--- src/rtl/fill_rect_if.sv ---
// Request/pixel bus between the control FSM, the rectangle fill engine and the VGA plot port.
// The engine connects through the slave modport; the controller/sink side uses master.
interface fill_rect_if #(
    parameter int X_W      = 8,
    parameter int Y_W      = 7,
    parameter int COLOUR_W = 3
);
    logic                start;
    logic [X_W-1:0]      x0;
    logic [X_W-1:0]      x1;
    logic [Y_W-1:0]      y0;
    logic [Y_W-1:0]      y1;
    logic [COLOUR_W-1:0] colour;
    logic [1:0]          mode;
    logic                vga_ready;
    logic                busy;
    logic                done;
    logic [X_W-1:0]      vga_x;
    logic [Y_W-1:0]      vga_y;
    logic [COLOUR_W-1:0] vga_colour;
    logic                vga_plot;

    modport slave (
        input  start, x0, x1, y0, y1, colour, mode, vga_ready,
        output busy, done, vga_x, vga_y, vga_colour, vga_plot
    );

    modport master (
        output start, x0, x1, y0, y1, colour, mode, vga_ready,
        input  busy, done, vga_x, vga_y, vga_colour, vga_plot
    );
endinterface

--- src/rtl/fill_rect.sv ---
// Fills a clipped framebuffer rectangle column-major, one pixel per accepted cycle, with a
// selectable colour pattern; all outputs are registered and vga_ready applies backpressure.
module fill_rect #(
    parameter int SCREEN_W = 160,
    parameter int SCREEN_H = 120,
    parameter int X_W      = 8,
    parameter int Y_W      = 7,
    parameter int COLOUR_W = 3
) (
    input  logic         clk,
    input  logic         rst,
    fill_rect_if.slave   bus
);
    typedef enum logic [1:0] {
        IDLE = 2'd0,
        DRAW = 2'd1,
        DONE = 2'd2
    } state_t;

    localparam logic [X_W-1:0] X_MAX = X_W'(SCREEN_W - 1);
    localparam logic [Y_W-1:0] Y_MAX = Y_W'(SCREEN_H - 1);

    state_t              state_q, state_d;
    logic [X_W-1:0]      x_q, x_d;
    logic [Y_W-1:0]      y_q, y_d;
    logic [COLOUR_W-1:0] colour_q, colour_d;
    logic [X_W-1:0]      xe_q, xe_d;
    logic [Y_W-1:0]      y0_q, y0_d;
    logic [Y_W-1:0]      ye_q, ye_d;
    logic [COLOUR_W-1:0] c_q, c_d;
    logic [1:0]          mode_q, mode_d;
    logic                busy_q, busy_d;
    logic                done_q, done_d;
    logic                plot_q, plot_d;

    logic [X_W-1:0]      xe_s;
    logic [Y_W-1:0]      ye_s;
    logic                empty_s;

    // Pattern colour at (px,py); the truncating casts give the mod 2**COLOUR_W stripes.
    function automatic logic [COLOUR_W-1:0] pix_colour(
        input logic [X_W-1:0]      px,
        input logic [Y_W-1:0]      py,
        input logic [COLOUR_W-1:0] c,
        input logic [1:0]          m
    );
        logic [COLOUR_W-1:0] r;
        r = c;
        case (m)
            2'd0:    r = c;
            2'd1:    r = COLOUR_W'(px);
            2'd2:    r = COLOUR_W'(py);
            2'd3:    r = (px[0] ^ py[0]) ? ~c : c;
            default: r = c;
        endcase
        return r;
    endfunction

    // Clip the requested bounds to the screen and detect an empty rectangle.
    always_comb begin
        xe_s    = (bus.x1 > X_MAX) ? X_MAX : bus.x1;
        ye_s    = (bus.y1 > Y_MAX) ? Y_MAX : bus.y1;
        empty_s = (bus.x0 > xe_s) || (bus.y0 > ye_s);
    end

    // Next-state, scan advance and registered-output values.
    always_comb begin
        state_d  = state_q;
        x_d      = x_q;
        y_d      = y_q;
        colour_d = colour_q;
        xe_d     = xe_q;
        y0_d     = y0_q;
        ye_d     = ye_q;
        c_d      = c_q;
        mode_d   = mode_q;
        case (state_q)
            IDLE: begin
                if (bus.start) begin
                    if (empty_s) begin
                        state_d = DONE;
                    end else begin
                        state_d  = DRAW;
                        xe_d     = xe_s;
                        y0_d     = bus.y0;
                        ye_d     = ye_s;
                        c_d      = bus.colour;
                        mode_d   = bus.mode;
                        x_d      = bus.x0;
                        y_d      = bus.y0;
                        colour_d = pix_colour(bus.x0, bus.y0, bus.colour, bus.mode);
                    end
                end else begin
                    state_d = IDLE;
                end
            end
            DRAW: begin
                if (bus.vga_ready) begin
                    if (y_q == ye_q) begin
                        if (x_q == xe_q) begin
                            state_d = DONE;
                        end else begin
                            x_d      = x_q + X_W'(1'b1);
                            y_d      = y0_q;
                            colour_d = pix_colour(x_q + X_W'(1'b1), y0_q, c_q, mode_q);
                        end
                    end else begin
                        y_d      = y_q + Y_W'(1'b1);
                        colour_d = pix_colour(x_q, y_q + Y_W'(1'b1), c_q, mode_q);
                    end
                end else begin
                    state_d = DRAW;
                end
            end
            DONE: begin
                if (!bus.start) begin
                    state_d = IDLE;
                end else begin
                    state_d = DONE;
                end
            end
            default: begin
                state_d = IDLE;
            end
        endcase
        busy_d = (state_d == DRAW);
        plot_d = (state_d == DRAW);
        done_d = (state_d == DONE);
    end

    // State and output registers; reset overrides any in-flight fill.
    always_ff @(posedge clk) begin
        if (rst) begin
            state_q  <= IDLE;
            x_q      <= '0;
            y_q      <= '0;
            colour_q <= '0;
            xe_q     <= '0;
            y0_q     <= '0;
            ye_q     <= '0;
            c_q      <= '0;
            mode_q   <= 2'd0;
            busy_q   <= 1'b0;
            done_q   <= 1'b0;
            plot_q   <= 1'b0;
        end else begin
            state_q  <= state_d;
            x_q      <= x_d;
            y_q      <= y_d;
            colour_q <= colour_d;
            xe_q     <= xe_d;
            y0_q     <= y0_d;
            ye_q     <= ye_d;
            c_q      <= c_d;
            mode_q   <= mode_d;
            busy_q   <= busy_d;
            done_q   <= done_d;
            plot_q   <= plot_d;
        end
    end

    assign bus.busy       = busy_q;
    assign bus.done       = done_q;
    assign bus.vga_plot   = plot_q;
    assign bus.vga_x      = x_q;
    assign bus.vga_y      = y_q;
    assign bus.vga_colour = colour_q;
endmodule

--- src/flat_wrapper.sv ---
// flat-port wrapper written by rule: the top's interface ports become plain ports
module fill_rect_flat 
#(
    parameter int SCREEN_W = 160,
    parameter int SCREEN_H = 120,
    parameter int X_W      = 8,
    parameter int Y_W      = 7,
    parameter int COLOUR_W = 3
)
  (clk, rst, bus_start, bus_x0, bus_x1, bus_y0, bus_y1, bus_colour, bus_mode, bus_vga_ready, bus_busy, bus_done, bus_vga_x, bus_vga_y, bus_vga_colour, bus_vga_plot);
  fill_rect_if #(.X_W(X_W), .Y_W(Y_W), .COLOUR_W(COLOUR_W)) bus_i ();
  input  logic clk;
  input  logic rst;
  input wire logic [$bits(bus_i.start)-1:0] bus_start;
  input wire logic [$bits(bus_i.x0)-1:0] bus_x0;
  input wire logic [$bits(bus_i.x1)-1:0] bus_x1;
  input wire logic [$bits(bus_i.y0)-1:0] bus_y0;
  input wire logic [$bits(bus_i.y1)-1:0] bus_y1;
  input wire logic [$bits(bus_i.colour)-1:0] bus_colour;
  input wire logic [$bits(bus_i.mode)-1:0] bus_mode;
  input wire logic [$bits(bus_i.vga_ready)-1:0] bus_vga_ready;
  output wire logic [$bits(bus_i.busy)-1:0] bus_busy;
  output wire logic [$bits(bus_i.done)-1:0] bus_done;
  output wire logic [$bits(bus_i.vga_x)-1:0] bus_vga_x;
  output wire logic [$bits(bus_i.vga_y)-1:0] bus_vga_y;
  output wire logic [$bits(bus_i.vga_colour)-1:0] bus_vga_colour;
  output wire logic [$bits(bus_i.vga_plot)-1:0] bus_vga_plot;
  assign bus_i.start = bus_start;
  assign bus_i.x0 = bus_x0;
  assign bus_i.x1 = bus_x1;
  assign bus_i.y0 = bus_y0;
  assign bus_i.y1 = bus_y1;
  assign bus_i.colour = bus_colour;
  assign bus_i.mode = bus_mode;
  assign bus_i.vga_ready = bus_vga_ready;
  assign bus_busy = bus_i.busy;
  assign bus_done = bus_i.done;
  assign bus_vga_x = bus_i.vga_x;
  assign bus_vga_y = bus_i.vga_y;
  assign bus_vga_colour = bus_i.vga_colour;
  assign bus_vga_plot = bus_i.vga_plot;
  fill_rect #(.SCREEN_W(SCREEN_W), .SCREEN_H(SCREEN_H), .X_W(X_W), .Y_W(Y_W), .COLOUR_W(COLOUR_W)) u_core (.clk(clk), .rst(rst), .bus(bus_i));
endmodule
--- config.mk ---
export PLATFORM = sky130hd
export DESIGN_NAME = fill_rect_flat
export DESIGN_NICKNAME = d
export VERILOG_FILES = /design/src/rtl/fill_rect_if.sv /design/src/rtl/fill_rect.sv /design/src/flat_wrapper.sv
export SDC_FILE = /design/constraint.sdc
export NUM_CORES = 1
export LEC_CHECK = 0
export BUFFER_PORTS_ARGS = -buffer_cell sky130_fd_sc_hd__buf_2
export CAP_MARGIN = 20
export CORE_MARGIN = 4
export CORE_UTILIZATION = 30
export DETAILED_ROUTE_END_ITERATION = 12
export MAX_ROUTING_LAYER = met4
export PLACE_DENSITY = 0.44
export SYNTH_ARGS = -nofsm -noshare
export SYNTH_HDL_FRONTEND = slang
export SYNTH_SLANG_ARGS = --single-unit
--- constraint.sdc ---
create_clock -name clk -period 6.1 [get_ports clk]
set_input_delay 0.305 -clock clk [delete_from_list [all_inputs] [get_ports clk]]
set_output_delay 0.305 -clock clk [all_outputs]
set_load 0.02 [all_outputs]
# After elaboration in Yosys (flattened, before gate mapping)
# Cells that the tools add are included.
# classes
order_cmp,4
n_reduce_logical,8
mul,0
eq_ne,18
muxes,33
shift,0
n_div,0
bitwise_logic,6
n_addsub,2
# op_table
operator,count
2-to-1 mux 8 bit,6
2-to-1 mux 7 bit,6
one-hot mux 3 bit (4 select lines),3
2-to-1 mux 3 bit,8
one-hot mux 8 bit (2 select lines),1
one-hot mux 7 bit (2 select lines),1
"equality test 2 bit, second input constant",6
2-to-1 mux 2 bit,6
"adder 8 x 1 -> 8 bit, second input constant",1
"equality test 2 x 1 -> 1 bit, second input constant",4
equality test 8 bit,1
greater-than comparator 8 bit,1
"greater-than comparator 8 bit, second input constant",1
"inequality test 2 bit, second input constant",4
"adder 7 x 1 -> 7 bit, second input constant",1
equality test 7 bit,1
greater-than comparator 7 bit,1
"greater-than comparator 7 bit, second input constant",1
zero test 2 bit,3
NOT 3 bit,2
one-hot mux 2 bit (3 select lines),1
one-hot mux 3 bit (2 select lines),1
AND reduction 6 bit,1
AND reduction 5 bit,1
7 further kinds,9
# totals
mem_bits_rw,0
mem_bits_ro,0
elab_cells,82
regBits,49
latchBits,0
mem_count,0
out_inout_bits,21
in_bits,39

# Logic depth before layout (Yosys ltp)
# logic_depth
word_depth,8
depth_mapped,13
depth_no_buf,11

# Worst setup path after synthesis
# OpenSTA, ideal clock, no wires.
# synth_path
path_kind,input to register
startpoint,in bus_x1[7]
endpoint,reg u_core.colour_q[0] (netlist: u_core.bus.vga_colour[0])
t_required_ns,6.029
t_arrival_ns,2.419
cell_stages,12
setup_time_ns,0.071
n_path_buf,1
path_slack_ns,3.610
path_cell_list,inv_1 > nor2_1 > nor2_1 > ha_1 > nor2b_1 > o211ai_1 > a211o_1 > and4_1 > buf_2 > a21boi_2 > or4_1 > a21oi_1
# synth_via
elab_chain_len,6
# synth_rtl
element,line,text
"start, declared",flat_wrapper.sv:16,input wire logic [$bits(bus_i.x1)-1:0] bus_x1;
greater-than comparator 8 bit,fill_rect.sv:61,xe_s = (bus.x1 > X_MAX) ? X_MAX : bus.x1;
2-to-1 mux 8 bit *,fill_rect.sv:61,
greater-than comparator 8 bit *,fill_rect.sv:63,empty_s = (bus.x0 > xe_s) || (bus.y0 > ye_s);
logical OR 1 bit *,fill_rect.sv:63,
inequality test 2 bit (no line) *,--,
AND reduction 5 bit (no line) *,--,
"end signal, assigned",fill_rect.sv:150,colour_q <= colour_d;
"end, declared",fill_rect.sv:26,"logic [COLOUR_W-1:0] colour_q, colour_d;"
# Mark *: on every way between the ends. The rest lies on a longest branch, timed or not.
# A chain may end at the register's enable or synchronous reset.

# Worst setup path in the final report
# layout_path
startpoint,in bus_y1[4]
endpoint,reg u_core.x_q[0] (netlist: u_core.bus.vga_x[0])
# layout_via
elab_chain_len,6
# layout_rtl
element,line,text
"start, declared",flat_wrapper.sv:18,input wire logic [$bits(bus_i.y1)-1:0] bus_y1;
greater-than comparator 7 bit,fill_rect.sv:62,ye_s = (bus.y1 > Y_MAX) ? Y_MAX : bus.y1;
2-to-1 mux 7 bit *,fill_rect.sv:62,
greater-than comparator 7 bit *,fill_rect.sv:63,
logical OR 1 bit *,fill_rect.sv:63,
inequality test 2 bit (no line) *,--,
AND reduction 6 bit (no line) *,--,
"end signal, assigned",fill_rect.sv:135,x_q <= '0;
"end signal, assigned",fill_rect.sv:148,x_q <= x_d;
"end, declared",fill_rect.sv:24,"logic [X_W-1:0] x_q, x_d;"
# Marks and branches as above.

==> flow_results.org <==
** Placement
- RePlAce Congestion :: 0.8293
- Once detailed placement completed, the half-perimeter wirelength came to 8.327 mm.
- At the placement stage, the worst setup path has a slack of 2.584 ns.
- Inst Count DP :: 611
- Input and output buffers added on the ports amount to 59.

** Cells and area
- Relative to the synthesized area, the layout overhead comes to 15.97%.
- Of the cells placed in the final design, the portion with a size suffix greater than 1 is 0.1754.
- Filler-free cell count of the finished design :: 619
- For this run, the post-layout net count is 533.
- The number of antenna diodes in the final layout is 0.

** Setup path
- Along the worst path, the maximum fanout reaches 27.
- Data arrival time of the critical path :: 3.38 ns
- The slowest stage of the critical path belongs to the cell sky130_fd_sc_hd__nand2_1.
- Crit path required time :: 6.23 ns
- Worst path buffer plus inverter count :: 1
- Crit path capture type :: flop
- In this design, the critical path's most frequently occurring cell is sky130_fd_sc_hd__nor2b_1.
- In this design, the stage delay of the slowest critical-path cell is 0.74 ns.
- Startpoint-to-endpoint class of the critical path :: primary input to flop
- Sort of element at the start of the critical path :: primary input
- Cells traversed along the worst timing path :: buf_2, nand4_1, nor2b_1, ha_1, nor2b_1, o21ai_0, o21ai_1, o211ai_4, nand2_1, o31ai_1, a221oi_1
- Kind of cell adding the most delay to the critical path :: compound AO/OA/AOI/OAI gates
- The worst register-to-register path has a setup slack of 3.15 ns.

** Synthesis
- Largest family of logic cells by synthesized area :: compound AO/OA/AOI/OAI gates
- The number of nets handed over by synthesis was 495.
- Yosys printed 0 warnings.
- Of the total synthesized cell area, the portion taken by full adders, half adders and majority gates is 0.05928.
- Synth Instances :: 440
- After synthesis, the share of cell area in mux cells is 0.02557.
- Simple-gate share of the synthesized area :: 0.2130
- Counting distinct cell types in the post-synthesis netlist gives 53.
- Xor-xnor portion of the synthesized cell area :: 0.07262
- Proportion of synthesized chip area in sequential cells :: 0.2905
- Synthesized cell area :: 3377 um^2
- Primary flip-flop cell chosen by synthesis mapping :: sky130_fd_sc_hd__dfxtp_1
- Share of synthesized registers carrying an async set or reset :: 0
- Counting flops with a built-in enable in the synthesized netlist gives 0.
- Register bit total from synthesis :: 49
- Dividing the synthesized area by the synthesized cell count gives 7.675 um^2.
- Post-synthesis compound-gate area fraction :: 0.2838

** Detailed routing
- The highest layer touched by signal routing is met4.
- DRC marker count from the first detailed-route iteration :: 153
- DR vias :: 3404
- Number of nets with antenna violations after routing :: 0
- Wire segments on met3 add up to 555 um in the final route.
- Wire length on met2 :: 4.975 mm
- Routed wire length :: 11.36 mm
- For this run, the detailed router's first-pass iteration total came to 5.
- After detailed routing, the number of remaining DRC violations is 0.
- Routed length per instance :: 18.35 um
- Dividing the detail-routed via count by the number of cells gives 5.499.
- Met1 layer wirelength in the final routing :: 5.708 mm

** Clock tree
- In this run the clock root is driven by a sky130_fd_sc_hd__clkbuf_16.
- The H-tree generated during clock tree synthesis spans 2 levels.
- Clk buf depth :: 2
- Cts hold-fix bufs :: 0
- The clock reaches the later pin of the worst-skew pair after 0.29 ns.
- Number of resized instances in the post-cts repair step :: 0
- Setup fix buffers added after clock tree synthesis :: 0
- TritonCTS built the clock tree.
- Number of buffers created by CTS :: 5
- The clock drives 49 sinks.
- Clock transition time at the flip-flop clock pins of the worst setup and hold paths :: 0.07 ns

** STA
- Minimum setup slack in the final design :: 2.850 ns
- Count of final max-slew check failures :: 0
- Worst-Margin Slew :: 0.9669 ns
- In this run the tightest slew margin relative to its limit is 0.3554.
- Setup violations remaining at the end of the flow were counted as 0.
- The worst path in the final design needs a cycle of 3.250 ns, including I/O delays and setup.
- Final clock skew :: 0.005796 ns
- Setup repair after global routing left no endpoint under its margin.
- Part of the cycle the worst path needs :: 0.5328
- Setup total negative slack on the finished layout was measured at 0 ns.
- Final Hold Viols :: 0
- For this run, the top clock speed supported by timing is 307.7 MHz.

** Floorplan
- Floorplan row count :: 38
- For this configuration, the core starts out at a cell density of 0.3088.
- The die is 114.1 um tall.
- X dimension of the die :: 114.1 um
- Total Die Area :: 13020 um^2
- The total area inside the core boundary comes to 10940 um^2.
- During I/O placement, the number of pins put on the boundary was 60.

** Outcome
- The run finished with clean final reports.

** Global route
- Total routing usage reported by global routing :: 0.1794
- Largest net degree at the start of global routing :: 49
- Remaining global-route overflow :: 0
- Initial antenna violation count :: 0
- Via count of the first global-routing pass :: 3229
- Global-route wire length before repair :: 17.93 mm

** Run
- The tool flagged a number of max-cap violations equal to 0.

** Hold path
- The path class of the tightest hold or removal check is primary input to flop.

** Pwr
- Summed over all cells, the static leakage comes to 0.001521 uW.
- IR analysis of the VDD net gives a maximum drop of 0.1254 mV.
- Power per standard cell area :: 284.8 nW/um^2
- Power comes to 1115 uW.
[routing by layer]
metal,track usage,up-vias
met1,0.2698,1612
met2,0.2580,91
li1,-,1693
met3,0.01903,8
met4,0.03959,0
met5,-,-
[stage by stage]
step	utilization	cell area, um^2	hold slack [ns]
floorplan	-	3377	0.4357
global placement	0.3420	3740	0.4480
detailed placement	0.3420	3740	0.4510
CTS	0.3581	3916	0.2979
global route	0.3581	3916	0.3130
finish	0.3581	3916	0.3049
[cells in the mapped netlist (6+ instances only)]
master	count	area, um^2
sky130_fd_sc_hd__ha_1	16	200.2
sky130_fd_sc_hd__and3_1	6	37.54
sky130_fd_sc_hd__buf_2	8	40.04
sky130_fd_sc_hd__nand3_1	24	120.1
sky130_fd_sc_hd__nor3_1	17	85.08
sky130_fd_sc_hd__a311oi_1	7	61.31
sky130_fd_sc_hd__nand2_1	38	142.6
sky130_fd_sc_hd__dfxtp_1	49	980.9
sky130_fd_sc_hd__clkbuf_1	21	78.83
sky130_fd_sc_hd__inv_1	13	48.80
sky130_fd_sc_hd__o21ai_0	24	120.1
sky130_fd_sc_hd__xor2_1	9	78.83
sky130_fd_sc_hd__a211oi_1	7	52.55
sky130_fd_sc_hd__a2111oi_0	6	52.55
sky130_fd_sc_hd__nand4_1	7	43.79
sky130_fd_sc_hd__xnor2_1	19	166.4
sky130_fd_sc_hd__a21oi_1	63	315.3
sky130_fd_sc_hd__nor2_1	36	135.1
[worst paths after layout]
kind,startpoint,to,depth (start not counted)
setup / recovery,bus_y1[4],u_core.bus.vga_x[0]$_SDFFE_PP0P_,11
hold / removal,bus_colour[2],u_core.c_q[2]$_SDFFE_PP0P_,3
setup reg to reg,u_core.bus.vga_y[0]$_SDFFE_PP0P_,u_core.bus.vga_colour[1]$_SDFFE_PP0P_,7
hold reg to reg,u_core.y0_q[4]$_SDFFE_PP0P_,u_core.y0_q[4]$_SDFFE_PP0P_,2
[placed cells by master, fill, tap and decap left out, drive strengths merged, types with 2 or more instances in the layout]
cell	count
nand4	7
or2	2
xor2	9
a2111oi	6
and4	3
nor2b	5
mux2i	3
a41oi	3
a32oi	2
a221oi	4
nand2	38
nor3	18
clkbuf	6
dfxtp	49
ha	16
xnor2	19
o211ai	6
a311oi	7
and3	6
o31ai	5
o22ai	3
or3	4
nor3b	2
nand3	24
nand2b	2
o41ai	2
buf	63
inv	13
a211oi	7
a22o	2
o21ai	29
a21oi	63
mux4	2
nor2	36
[flip-flops by register name, summed over array words and instances (netlist names)]
register,count
u_core.bus.vga_x,8
u_core.xe_q,8
u_core.bus.vga_y,7
u_core.y0_q,7
u_core.ye_q,7
u_core.bus.vga_colour,3
u_core.c_q,3
u_core.mode_q,2
u_core.state_q,2
u_core.bus.busy,1
u_core.bus.done,1
[final cells by class]
type,count,area [um^2]
repair buffers,63,325.3
inverters,13,48.80
clock inverters,2,37.54
clock buffers,6,138.9
flip-flops and latches,49,980.9
multi-input cells,346,2210
well taps,140,175.2
fillers,1203,7019
[cells by family after synthesis]
family / after synthesis
AOI/OAI and AO/OA: 146
xor gates and xnor gates: 28
adders and majority gates: 16
buffers and inverters: 45
DFF: 49
muxes: 6
and+or+nand+nor: 150
[power by group]
group          switching (uW)  internal (uW)  total (uW)  leakage [uW]
registers                49.8            353         402      0.000400
clock network             127            205         332     0.0000831
logic                     244            137         381       0.00104
total                     421            694        1120       0.00152
[tightest hold or removal path, stage by stage]
cell,delay [ns]
sky130_fd_sc_hd__buf_2,0.12
sky130_fd_sc_hd__nand3_1,0.07
sky130_fd_sc_hd__a21oi_1,0.05
Note: power is estimated with default switching activity, not from simulation.
